<file path="src/rtl/comet_pkg.sv">
// Shared sprite-subsystem definitions: RAM geometry, arbiter state encoding and a
// saturating-increment helper. Imported by the arbiter, its CPU-bus interface, the
// sprite engine and the bench.
package comet_pkg;

  localparam int unsigned SPR_RAM_AW = 7;
  localparam int unsigned SPR_RAM_DW = 8;
  localparam int unsigned ARB_WAIT_W = 16;

  typedef enum logic [1:0] {
    ARB_IDLE       = 2'd0,
    ARB_CPU_ACCESS = 2'd1,
    ARB_CPU_READ   = 2'd2,
    ARB_CPU_DONE   = 2'd3
  } arb_state_e;

  // Increment that sticks at all-ones instead of wrapping.
  function automatic logic [ARB_WAIT_W-1:0] sat_inc(input logic [ARB_WAIT_W-1:0] v);
    return (v == {ARB_WAIT_W{1'b1}}) ? v : v + 1'b1;
  endfunction

endpackage

</file>
<file path="src/rtl/sprite_ram_arbiter_if.sv">
// CPU-side request bus of the sprite RAM arbiter.
//   cpu_req     request, held by the CPU until cpu_ack
//   cpu_we      1 = write, 0 = read
//   cpu_addr    sprite RAM address
//   cpu_din     write data
//   cpu_dout    read data, held until the next read completes
//   cpu_ack     one-cycle completion pulse
//   cpu_starved wait count has reached the arbiter's STARVE_MAX
// master = CPU side, slave = arbiter side.
interface sprite_ram_arbiter_if;
  import comet_pkg::*;

  logic                  cpu_req;
  logic                  cpu_we;
  logic [SPR_RAM_AW-1:0] cpu_addr;
  logic [SPR_RAM_DW-1:0] cpu_din;
  logic [SPR_RAM_DW-1:0] cpu_dout;
  logic                  cpu_ack;
  logic                  cpu_starved;

  modport master (
    output cpu_req, cpu_we, cpu_addr, cpu_din,
    input  cpu_dout, cpu_ack, cpu_starved
  );

  modport slave (
    input  cpu_req, cpu_we, cpu_addr, cpu_din,
    output cpu_dout, cpu_ack, cpu_starved
  );

endinterface

</file>
<file path="src/rtl/sprite_ram_arbiter.sv">
// Sprite RAM arbiter: shares one single-port sprite RAM (1-cycle read latency) between
// the sprite engine and the CPU. The engine always has priority and gets a zero-latency
// address pass-through while the arbiter is idle; the CPU is served only while the
// engine is idle.
//
// Ports
//   clk, reset      system clock, synchronous active-high reset
//   eng_busy        engine outside its idle state (blocks CPU grants)
//   eng_addr        engine RAM address
//   eng_dout        RAM read data to the engine (combinational from ram_dout)
//   vblank          vertical blank indicator
//   cpu             CPU request bus (sprite_ram_arbiter_if.slave)
//   ram_addr/ram_we/ram_din/ram_dout   sprite RAM port
//
// Configuration
//   SPRITE_ARB_VBLANK_WRITE_EN  when defined, CPU writes are only granted while
//                               vblank=1; reads are unaffected. Undefined: vblank ignored.
//
// Grant at cycle N: write ack at N+2, read ack at N+3 with cpu_dout valid in that cycle.
module sprite_ram_arbiter
  import comet_pkg::*;
#(
  parameter logic [ARB_WAIT_W-1:0] STARVE_MAX = 16'd1024
) (
  input  logic                  clk,
  input  logic                  reset,
  input  logic                  eng_busy,
  input  logic [SPR_RAM_AW-1:0] eng_addr,
  output logic [SPR_RAM_DW-1:0] eng_dout,
  input  logic                  vblank,
  sprite_ram_arbiter_if.slave   cpu,
  output logic [SPR_RAM_AW-1:0] ram_addr,
  output logic                  ram_we,
  output logic [SPR_RAM_DW-1:0] ram_din,
  input  logic [SPR_RAM_DW-1:0] ram_dout
);

  arb_state_e            state_q, state_d;
  logic [SPR_RAM_AW-1:0] lat_addr_q, lat_addr_d;
  logic [SPR_RAM_DW-1:0] lat_din_q, lat_din_d;
  logic                  lat_we_q, lat_we_d;
  logic [SPR_RAM_DW-1:0] cpu_dout_q, cpu_dout_d;
  logic                  cpu_ack_q, cpu_ack_d;
  logic [ARB_WAIT_W-1:0] wait_cnt_q, wait_cnt_d;

  logic write_ok;
  logic grant;

`ifdef SPRITE_ARB_VBLANK_WRITE_EN
  // Writes wait for vblank so the engine never sees a half-updated table.
  assign write_ok = !cpu.cpu_we || vblank;
`else
  logic unused_vblank;
  assign unused_vblank = vblank;
  assign write_ok      = 1'b1;
`endif

  // The ack gate stops a still-high cpu_req from re-granting in the ack cycle.
  assign grant = (state_q == ARB_IDLE) && cpu.cpu_req && !eng_busy && !cpu_ack_q && write_ok;

  always_comb begin
    state_d    = state_q;
    lat_addr_d = lat_addr_q;
    lat_din_d  = lat_din_q;
    lat_we_d   = lat_we_q;
    cpu_dout_d = cpu_dout_q;
    wait_cnt_d = wait_cnt_q;

    unique case (state_q)
      ARB_IDLE: begin
        if (grant) begin
          lat_addr_d = cpu.cpu_addr;
          lat_din_d  = cpu.cpu_din;
          lat_we_d   = cpu.cpu_we;
          state_d    = ARB_CPU_ACCESS;
        end
      end
      ARB_CPU_ACCESS: state_d = lat_we_q ? ARB_CPU_DONE : ARB_CPU_READ;
      ARB_CPU_READ: begin
        cpu_dout_d = ram_dout;
        state_d    = ARB_CPU_DONE;
      end
      ARB_CPU_DONE: state_d = ARB_IDLE;
      default:      state_d = ARB_IDLE;
    endcase

    // Only a request still waiting in idle counts; one being served is not waiting.
    if (grant) begin
      wait_cnt_d = '0;
    end else if (cpu.cpu_req && (state_q == ARB_IDLE)) begin
      wait_cnt_d = sat_inc(wait_cnt_q);
    end

    cpu_ack_d = (state_d == ARB_CPU_DONE);
  end

  always_ff @(posedge clk) begin
    if (reset) begin
      state_q    <= ARB_IDLE;
      lat_addr_q <= '0;
      lat_din_q  <= '0;
      lat_we_q   <= 1'b0;
      cpu_dout_q <= '0;
      cpu_ack_q  <= 1'b0;
      wait_cnt_q <= '0;
    end else begin
      state_q    <= state_d;
      lat_addr_q <= lat_addr_d;
      lat_din_q  <= lat_din_d;
      lat_we_q   <= lat_we_d;
      cpu_dout_q <= cpu_dout_d;
      cpu_ack_q  <= cpu_ack_d;
      wait_cnt_q <= wait_cnt_d;
    end
  end

  assign ram_addr = (state_q == ARB_CPU_ACCESS) ? lat_addr_q : eng_addr;
  assign ram_din  = lat_din_q;
  // Reset masks the strobe in the same cycle so an aborted write never lands.
  assign ram_we   = (state_q == ARB_CPU_ACCESS) && lat_we_q && !reset;
  assign eng_dout = ram_dout;

  assign cpu.cpu_dout    = cpu_dout_q;
  assign cpu.cpu_ack     = cpu_ack_q;
  assign cpu.cpu_starved = (wait_cnt_q >= STARVE_MAX);

endmodule

</file>
<file path="src/flat_wrapper.sv">
// flat-port wrapper written by rule: the top's interface ports become plain ports
module sprite_ram_arbiter_flat import comet_pkg::*;
#(
  parameter logic [ARB_WAIT_W-1:0] STARVE_MAX = 16'd1024
)
  (clk, reset, eng_busy, eng_addr, eng_dout, vblank, ram_addr, ram_we, ram_din, ram_dout, cpu_cpu_req, cpu_cpu_we, cpu_cpu_addr, cpu_cpu_din, cpu_cpu_dout, cpu_cpu_ack, cpu_cpu_starved);
  sprite_ram_arbiter_if cpu_i ();
  input  logic clk;
  input  logic reset;
  input  logic eng_busy;
  input  logic [SPR_RAM_AW-1:0] eng_addr;
  output logic [SPR_RAM_DW-1:0] eng_dout;
  input  logic vblank;
  output logic [SPR_RAM_AW-1:0] ram_addr;
  output logic ram_we;
  output logic [SPR_RAM_DW-1:0] ram_din;
  input  logic [SPR_RAM_DW-1:0] ram_dout;
  input wire logic [$bits(cpu_i.cpu_req)-1:0] cpu_cpu_req;
  input wire logic [$bits(cpu_i.cpu_we)-1:0] cpu_cpu_we;
  input wire logic [$bits(cpu_i.cpu_addr)-1:0] cpu_cpu_addr;
  input wire logic [$bits(cpu_i.cpu_din)-1:0] cpu_cpu_din;
  output wire logic [$bits(cpu_i.cpu_dout)-1:0] cpu_cpu_dout;
  output wire logic [$bits(cpu_i.cpu_ack)-1:0] cpu_cpu_ack;
  output wire logic [$bits(cpu_i.cpu_starved)-1:0] cpu_cpu_starved;
  assign cpu_i.cpu_req = cpu_cpu_req;
  assign cpu_i.cpu_we = cpu_cpu_we;
  assign cpu_i.cpu_addr = cpu_cpu_addr;
  assign cpu_i.cpu_din = cpu_cpu_din;
  assign cpu_cpu_dout = cpu_i.cpu_dout;
  assign cpu_cpu_ack = cpu_i.cpu_ack;
  assign cpu_cpu_starved = cpu_i.cpu_starved;
  sprite_ram_arbiter #(.STARVE_MAX(STARVE_MAX)) u_core (.clk(clk), .reset(reset), .eng_busy(eng_busy), .eng_addr(eng_addr), .eng_dout(eng_dout), .vblank(vblank), .cpu(cpu_i), .ram_addr(ram_addr), .ram_we(ram_we), .ram_din(ram_din), .ram_dout(ram_dout));
endmodule
</file>
<file path="config.mk">
export PLATFORM = sky130hd
export DESIGN_NAME = sprite_ram_arbiter_flat
export DESIGN_NICKNAME = d
export VERILOG_FILES = /design/src/rtl/comet_pkg.sv /design/src/rtl/sprite_ram_arbiter_if.sv /design/src/rtl/sprite_ram_arbiter.sv /design/src/flat_wrapper.sv
export SDC_FILE = /design/constraint.sdc
export NUM_CORES = 1
export LEC_CHECK = 0
export CORE_MARGIN = 3
export CORE_UTILIZATION = 40
export CTS_CLUSTER_SIZE = 16
export DETAILED_ROUTE_END_ITERATION = 10
export PLACE_DENSITY = 0.75
export SYNTH_ARGS = -nofsm -noshare
export SYNTH_HDL_FRONTEND = slang
export SYNTH_SLANG_ARGS = --single-unit
</file>
<file path="constraint.sdc">
create_clock -name clk -period 1.7 [get_ports clk]
set_input_delay 0.34 -clock clk [delete_from_list [all_inputs] [get_ports clk]]
set_output_delay 0.34 -clock clk [all_outputs]
set_load 0.02 [all_outputs]
</file>
==> impl_metrics.json, run 1 <==
{
  "status": "finished, violations left",
  "violations": "negative setup slack",
  "seq_area_sq_um": 868,
  "dominantRegCellSynth": "dfxtp_1",
  "firstDrtPassIters": 6,
  "finClkSkew_ns": 0.00776,
  "crit_arrival_ns": 1.41,
  "drv_slew": 0,
  "timing.slew.headroom_pct": 65.8,
  "final-hold-violation-count": 0,
  "synth_cells": 239,
  "synthArstFlopShare_pct": 0,
  "grt_antenna_before_repair": 0,
  "syn-cell-area_sq_um": 2010,
  "clockBufferDepth": 2,
  "syn_nets": 281,
  "crit_chain": "inv_2 -> ha_4 -> mux2_4 -> buf_6",
  "hp-class": "register to register",
  "pwr-share-clk_pct": 19.8,
  "nets": 370,
  "first_iter_violations": 189,
  "crit_fanout": 8,
  "worst_pin_slew_ns": 0.508,
  "max_freq_mhz": 571,
  "synth_area_leaders": "dfxtp_1 43%, nand2_1 8.0%, a21oi_1 6.0%",
  "yosys.area_share.adder_pct": 3.73,
  "via_per_inst": 5.22,
  "drt-total-wl_um": 5590,
  "place_hpwl_um": 3840,
  "port_buffers": 68,
  "grt_pass1_vias": 1989,
  "seq_area_frac_synth_pct": 42.7,
  "initial_core_util_pct": 42.1,
  "ant_nets": 0,
  "cap_viol_max_count": 0,
  "max_stage_delay_ns": 0.33,
  "dp.cells": 386,
  "ys_ff_latch": 43,
  "place_congestion": 0.820,
  "grt_pass1_wl_um": 8980,
  "grt_remaining_overflow": 0,
  "clk_latency_ns": 0.30,
  "final.period_utilization_pct": 103,
  "p_sw_mw": 1.11,
  "worstSetupPathType": "register to primary output",
  "synth_cell_type_count": 37,
  "fillers": 372,
  "grt_max_degree": 31,
  "synth_commonest_cells": "43 x dfxtp_1, 43 x nand2_1, 24 x a21oi_1",
  "synth_top_family_by_area": "simple AND/OR/NAND/NOR gates",
  "vdd_drop_max_v": 0.000682,
  "tritoncts": "built",
  "cts_hold_buf": 0,
  "synth_simple_gate_area_share_pct": 25.9,
  "finalSetupViolCount": 7,
  "synth-edff-count": 0,
  "p_sw_share_pct": 33.9,
  "postSynthAreaPerCell_sq_um": 8.43,
  "multi_input_area_sq_um": 1160,
  "stdcell_count": 396,
  "ys_warn_count": 0,
  "cellInternalPower_mw": 2.17,
  "end_kind": "primary output",
  "synth.top_cell.area_share_pct": 42.7,
  "grt_use_total_pct": 18.7,
  "cts.sinks": 43,
  "core_area_sq_um": 4790,
  "seqPwrFrac_pct": 37.4,
  "cts_buffers": 5,
  "antenna_cells": 0,
  "rsz0062_at_grt": "yes",
  "rows": 25,
  "die-area_sq_um": 5920,
  "cp.required_ns": 1.36,
  "comb_power_share_pct": 42.9,
  "synthMuxAreaShare_pct": 8.88,
  "cp_slowest_cell": "dfxtp_2",
  "routed-via-count": 2069,
  "setup_ws_ns": -0.0524,
  "p_leak_nw": 1.20,
  "synth-xor-area-share_pct": 0,
  "fin_crit_ns": 1.75,
  "synth_compound_area_share_pct": 12.4,
  "h-tree-depth": 2,
  "path_clk_slew_ns": 0.09,
  "die_h_um": 77.0,
  "startpoint_type": "register",
  "io_pins": 70,
  "die_x_um": 77.0,
  "area_delta_synth_final_pct": 57.3,
  "drc_errors": 0,
  "cts_root_buf": "clkbuf_8",
  "wire_per_inst_um": 14.1,
  "whs_ns": 0.457,
  "p_per_area_nw_per_um2": 1040,
  "drive_above_1_share_pct": 26.1,
  "synth_top_area_cell": "dfxtp_1"
}
critical path, delay by kind of cell, from the launching register on:
family     cells  cell delay (ns)
flops          1             0.33
buf+inv        2             0.21
fa+ha+maj      1             0.24
mux            1             0.33
logic make-up after synthesis:
| family | count (synthesis) |
|---|---|
| buffers and inverters | 26 |
| DFF | 43 |
| AOI/OAI and AO/OA | 42 |
| muxes | 17 |
| and+or+nand+nor | 105 |
| adders and majority gates | 6 |
power groups by stage:
stage	clock (mW)	combinational [mW]	sequential (mW)
floorplan	0	0.576	1.31
CTS	0.656	1.32	1.22
finish	0.649	1.41	1.23
global route	0.695	1.52	1.25
detailed placement	0	1.27	1.23
global placement	0	1.25	1.23
registers in the layout (all words and copies together), names as in the netlist:
register,cells
u_core.lat_we_q,1
u_core.lat_addr_q,7
u_core.cpu.cpu_dout,8
u_core.cpu.cpu_ack,1
u_core.state_q,2
u_core.ram_din,8
u_core.wait_cnt_q,16
layout make-up:
| cell class | count | area share [%] |
|---|---|---|
| clock buffers | 6 | 2.29 |
| clock inverters | 2 | 0.395 |
| inverters | 6 | 0.790 |
| multi-input cells | 170 | 36.6 |
| flip-flops and latches | 43 | 27.4 |
| well taps | 67 | 2.65 |
| repair buffers | 102 | 29.8 |
per-layer routing:
layer  GRT usage (%)  vias up  wire [um]
met5               0        -          0
met4            5.98        0         64
met3            7.98        6        540
met2            31.9       83       2730
met1            20.9      960       2260
li1                -     1020          -
cells in the final DEF, fill, tap and decap left out, drive strengths merged, types with 6 or more instances in the layout:
cell type	n
dlygate4sd2	9
o21ai	6
buf	42
nand3	8
dfxtp	43
inv	6
nor2	17
ha	6
mux2i	10
nand4	8
clkdlybuf4s50	51
nand2	43
a21oi	24
mux2	7
clkbuf	6
stage by stage:
stage	util (%)	cell area (sq um)	setup WS [ns]	power, mW	TNS [ns]
floorplan	-	2020	0.0187	1.89	0
global placement	61.2	2930	-0.257	2.48	-6.99
detailed placement	61.2	2930	-0.252	2.50	-7.53
CTS	63.8	3050	-0.0987	3.20	-0.379
global route	66.2	3170	-0.106	3.46	-0.882
finish	66.2	3170	-0.0524	3.29	-0.335
path summary, 6_finish.rpt:
kind                           from               endpoint  slack, ns  depth (start not counted)
hold / removal    u_core.ram_din[4]      u_core.ram_din[4]       0.46                          2
setup reg to reg  u_core.state_q[0]  u_core.wait_cnt_q[15]       0.01                          7
setup / recovery  u_core.state_q[1]            ram_addr[5]      -0.05                          4
hold reg to reg   u_core.ram_din[4]      u_core.ram_din[4]       0.46                          2
what timing repair did:
| item | 4_1_cts | 5_1_grt |
|---|---|---|
| resized for setup | 70 | 30 |
| buffers inserted | 1 | 2 |
| pin swaps | 6 | 8 |
| setup endpoints to repair | 23 | 33 |
No activity file was read; power rests on OpenSTA's default activity.
==> run 2: changes to the inputs <==
--- a/config.mk
+++ b/config.mk
@@ -5,6 +5,7 @@
 export SDC_FILE = /design/constraint.sdc
 export NUM_CORES = 1
 export LEC_CHECK = 0
+export CORE_ASPECT_RATIO = 0.5
 export CORE_MARGIN = 3
 export CORE_UTILIZATION = 40
 export CTS_CLUSTER_SIZE = 16
==> run 2 against run 1 <==
Compared with the run above: wire length up 2.8%; count of clock-buffer cells in the layout up 2; die area up 0.87%; fmax up 1.6%; the run still ends with negative setup slack left; cell count down 1.3%; critical path depth unchanged.
==> impl_metrics.json, run 2 (synthesis gave the netlist of run 1 again) <==
{
  "place_congestion": 0.841,
  "wire_per_inst_um": 14.7,
  "p_per_area_nw_per_um2": 1060,
  "finish.utilization_pct": 67.6,
  "setup_ws_ns": -0.0247,
  "place_hpwl_um": 4000,
  "timing.slew.headroom_pct": 72.1,
  "die_x_um": 106,
  "final.setup.tns_ns": -0.146,
  "ant_nets": 0,
  "die-area_sq_um": 5980,
  "dpl_cell_area_sq_um": 2900,
  "top_register": "u_core.wait_cnt_q",
  "finClkSkew_ns": 0.00515,
  "crit_arrival_ns": 1.38,
  "grt_pass1_vias": 2051,
  "layout_common_cells": "51 x clkdlybuf4s50_1, 42 x nand2_1, 37 x dfxtp_1",
  "reg2reg_from": "u_core.state_q[0]",
  "fin_crit_ns": 1.72,
  "grt_antenna_before_repair": 0,
  "cts_hold_buf": 0,
  "cp_slowest_cell": "dfxtp_2",
  "globalRouteMet2Util_pct": 35.0,
  "holdCritStartpoint": "u_core.ram_din[4]",
  "via_per_inst": 5.24,
  "final.period_utilization_pct": 101,
  "grt_util_met3_pct": 4.52,
  "top_usage_layer": "met2",
  "finalSetupViolCount": 8,
  "grt_pass1_wl_um": 9220,
  "max_freq_mhz": 580,
  "port_buffers": 68,
  "cts_root_buf": "clkbuf_8",
  "die_h_um": 56.2,
  "layout_commonest_cell": "clkdlybuf4s50_1",
  "cp.required_ns": 1.36,
  "violations": "negative setup slack",
  "firstDrtPassIters": 4,
  "tritoncts": "built",
  "critPathBufInv": 2,
  "io_pins": 70,
  "drc_errors": 0,
  "worstSetupPathType": "register to primary output",
  "path_clk_slew_ns": 0.08,
  "vdd_drop_max_v": 0.000574,
  "drt-total-wl_um": 5750,
  "critPathTopFamily": "flip-flops",
  "rsz0062_at_grt": "yes",
  "startpoint": "u_core.state_q[1]",
  "final_area_sq_um": 3120,
  "largest_register_ff_count": 16,
  "cap_viol_max_count": 0,
  "grt_use_total_pct": 19.0,
  "whs_ns": 0.458,
  "final-hold-violation-count": 0,
  "max_stage_delay_ns": 0.33,
  "rows": 17,
  "h-tree-depth": 2,
  "status": "finished, violations left",
  "antenna_cells": 0,
  "nets": 366,
  "cts.sinks": 43,
  "area_delta_synth_final_pct": 55.0,
  "drive_above_1_share_pct": 23.1,
  "startpoint_type": "register",
  "end_kind": "primary output",
  "drv_slew": 0,
  "grt_max_degree": 28,
  "grtUsageMet1_pct": 20.7,
  "clockBufferDepth": 2,
  "grt_remaining_overflow": 0,
  "cts_buffers": 5,
  "worst_pin_slew_ns": 0.413,
  "initial_core_util_pct": 43.6,
  "crit_chain": "inv_2 -> ha_4 -> mux2_4 -> buf_6",
  "crit_fanout": 8,
  "clk_latency_ns": 0.29,
  "core_area_sq_um": 4620,
  "hp-class": "register to register",
  "p_leak_nw": 1.19,
  "routed-via-count": 2050,
  "first_iter_violations": 92
}
## run 2: routing by layer
layer	wire length [um]	vias up
met3	282	14
met4	129	0
met2	2950	60
met5	0	-
met1	2380	966
li1	-	1010
## run 2: cell type report
type                            count  area (sq um)
Fill cell                         378          1490
Multi-Input combinational cell    170          1140
Timing Repair Buffer               98           902
Sequential cell                    43           868
Clock buffer                        8           100
Tap cell                           66          82.6
Inverter                            6          25.0
## run 2: final timing paths
path / to / slack, ns / depth (start not counted)
setup / recovery: ram_addr[0] / -0.02 / 4
hold / removal: u_core.ram_din[4] / 0.46 / 2
hold reg to reg: u_core.ram_din[4] / 0.46 / 2
setup reg to reg: u_core.wait_cnt_q[15] / 0.02 / 7
## run 2: metrics by stage
stage	power (mW)	setup WS (ns)	std cells
after floorplan	1.89	0.0187	239
after global routing	3.48	-0.121	391
after CTS	3.21	-0.0823	390
after global placement	2.43	-0.252	381
final	3.30	-0.0247	391
after detailed placement	2.48	-0.273	381
## run 2: power by group
| group | total [mW] | leakage, nW | internal [mW] | switching, mW |
|---|---|---|---|---|
| clock network | 0.707 | 0.0515 | 0.371 | 0.336 |
| registers | 1.23 | 0.352 | 1.14 | 0.0816 |
| logic | 1.37 | 0.792 | 0.715 | 0.655 |
## run 2: timing repair
item                                    4_1_cts  5_1_grt
gates resized for setup                      54       37
pin swaps                                     5       11
setup buffers                                 1        2
endpoints found under the setup margin       23       34
## run 2: worst reg2reg max path, delay by kind of cell (launching register included)
family	cells	cell delay, ns
adders and majority gates	1	0.16
AOI/OAI and AO/OA	1	0.12
and+or+nand+nor	3	0.78
DFF	1	0.34
buffers and inverters	2	0.20
==> run 3: changes to the inputs <==
--- a/config.mk
+++ b/config.mk
@@ -10,6 +10,7 @@
 export CORE_UTILIZATION = 40
 export CTS_CLUSTER_SIZE = 16
 export DETAILED_ROUTE_END_ITERATION = 10
+export GPL_TIMING_DRIVEN = 0
 export PLACE_DENSITY = 0.75
 export SYNTH_ARGS = -nofsm -noshare
 export SYNTH_HDL_FRONTEND = slang
==> run 3 against run 2 <==
Compared with the run above: fmax shrank 4.1%; power grew 8.9%; cell area grew 4.4%; the flow still finishes with violations (negative setup slack); via count grew 3.9%; largest cell class unchanged; first-iteration DRC count shrank 2.2%; sequential power is essentially flat.
==> impl_metrics.json, run 3 (synthesis gave the netlist of run 1 again) <==
{
  "initial_core_util_pct": 43.6,
  "finClkSkew_ns": 0.00615,
  "worstSetupPathType": "register to primary output",
  "die_h_um": 56.2,
  "dpl_worst_slack_ns": -0.915,
  "cts.sinks": 43,
  "cts_buffers": 5,
  "vdd_drop_max_v": 0.000536,
  "p_leak_nw": 1.26,
  "final-hold-violation-count": 0,
  "drt-total-wl_um": 6090,
  "stdcell_count": 398,
  "min_to": "u_core.ram_din[3]",
  "grt_pass1_wl_um": 9220,
  "wl_met2_um": 3280,
  "cts_root_buf": "clkbuf_8",
  "ant_nets": 0,
  "crit_fanout": 8,
  "final_area_sq_um": 3260,
  "dpl_cell_area_sq_um": 2780,
  "crit_arrival_ns": 1.46,
  "fin_crit_ns": 1.80,
  "drive_above_1_share_pct": 28.0,
  "largest_register_ff_count": 16,
  "met1_length_um": 2420,
  "grt_max_degree": 14,
  "grt_pass1_vias": 2002,
  "wire_per_inst_um": 15.3,
  "finalSetupViolCount": 8,
  "rsz0062_at_grt": "yes",
  "io_pins": 70,
  "drv_slew": 0,
  "setup_ws_ns": -0.0986,
  "port_buffers": 68,
  "h-tree-depth": 2,
  "grt_remaining_overflow": 0,
  "fillers": 348,
  "wl_met3_um": 262,
  "r2r-end": "u_core.wait_cnt_q[15]",
  "cp.required_ns": 1.36,
  "clockBufferDepth": 2,
  "firstDrtPassIters": 4,
  "cts_hold_buf": 0,
  "drc_errors": 0,
  "first_iter_violations": 90,
  "reg2reg_from": "u_core.wait_cnt_q[7]",
  "antenna_cells": 0,
  "via_per_inst": 5.35,
  "rows": 17,
  "grt_use_total_pct": 19.0,
  "r2r_slack_ns": 0,
  "power.total_mw": 3.60,
  "startpoint_type": "register",
  "reg2reg_depth": 4,
  "tritoncts": "built",
  "end_kind": "primary output",
  "timing.slew.headroom_pct": 70.8,
  "clk_latency_ns": 0.30,
  "routed-via-count": 2130,
  "place_hpwl_um": 3890,
  "die-area_sq_um": 5980,
  "cap_viol_max_count": 0,
  "violations": "negative setup slack",
  "layout_commonest_cell": "clkdlybuf4s50_1",
  "routed.top_layer": "met4",
  "holdCritStartpoint": "u_core.ram_din[3]",
  "hold_depth": 2,
  "die_x_um": 106,
  "core_area_sq_um": 4620,
  "final.period_utilization_pct": 106,
  "nets": 373,
  "status": "finished, violations left",
  "whs_ns": 0.463,
  "worst_pin_slew_ns": 0.438,
  "layout_common_cells": "50 x clkdlybuf4s50_1, 40 x nand2_1, 36 x dfxtp_1",
  "grt_antenna_before_repair": 0,
  "p_per_area_nw_per_um2": 1100,
  "hp-class": "register to register",
  "place_congestion": 0.851,
  "area_delta_synth_final_pct": 61.7,
  "max_freq_mhz": 556,
  "path_clk_slew_ns": 0.08,
  "top_register": "u_core.wait_cnt_q",
  "dp.cells": 373
}
## run 3: worst max path at each step
stage          depth (start not counted)                    end              start
3_3_place_gp                           5                 ram_we              reset
6_report                               5            ram_addr[2]  u_core.state_q[1]
4_1_cts                                5            ram_addr[2]  u_core.state_q[1]
3_5_place_dp                           5                 ram_we              reset
5_1_grt                                5            ram_addr[2]  u_core.state_q[1]
2_1_floorplan                          7  u_core.wait_cnt_q[15]  u_core.state_q[1]
## run 3: through the flow
stage | setup TNS (ns) | util (%)
finish | -0.649 | 70.6
global route | -1.23 | 70.6
CTS | -0.702 | 66.7
detailed placement | -16.77 | 60.2
global placement | -14.99 | 60.2
floorplan | 0 | -
## run 3: per-layer routing
layer | GRT usage [%] | vias to the layer above
met2 | 35.6 | 54
met5 | 0 | -
met3 | 4.63 | 12
li1 | - | 1026
met4 | 4.80 | 0
met1 | 21.6 | 1038
## run 3: repair_timing
action | CTS | global route
endpoints found under the setup margin | 42 | 35
buffers inserted | 11 | 10
gates resized for setup | 88 | 43
pin swaps | 6 | 10
## run 3: cell type report
type | instances | area, sq um | area share (%)
tap | 66 | 82.6 | 2.53
buffer | 16 | 135 | 4.15
clock buffer | 6 | 82.6 | 2.53
timing repair buffer | 89 | 840 | 25.8
multi-input combinational | 170 | 1180 | 36.3
sequential | 43 | 872 | 26.8
inverter | 6 | 27.5 | 0.845
clock inverter | 2 | 35.0 | 1.08
## run 3: where the power goes
| group | internal [mW] | switching [mW] |
|---|---|---|
| clock network | 0.475 | 0.352 |
| logic | 0.815 | 0.711 |
| registers | 1.15 | 0.0965 |
## run 3: worst max-delay path, cell delays in order, from the launching register on
cell and delay (ns):
dfxtp_2 0.36, inv_4 0.05, ha_4 0.18, buf_4 0.14, mux2_4 0.30, buf_6 0.13
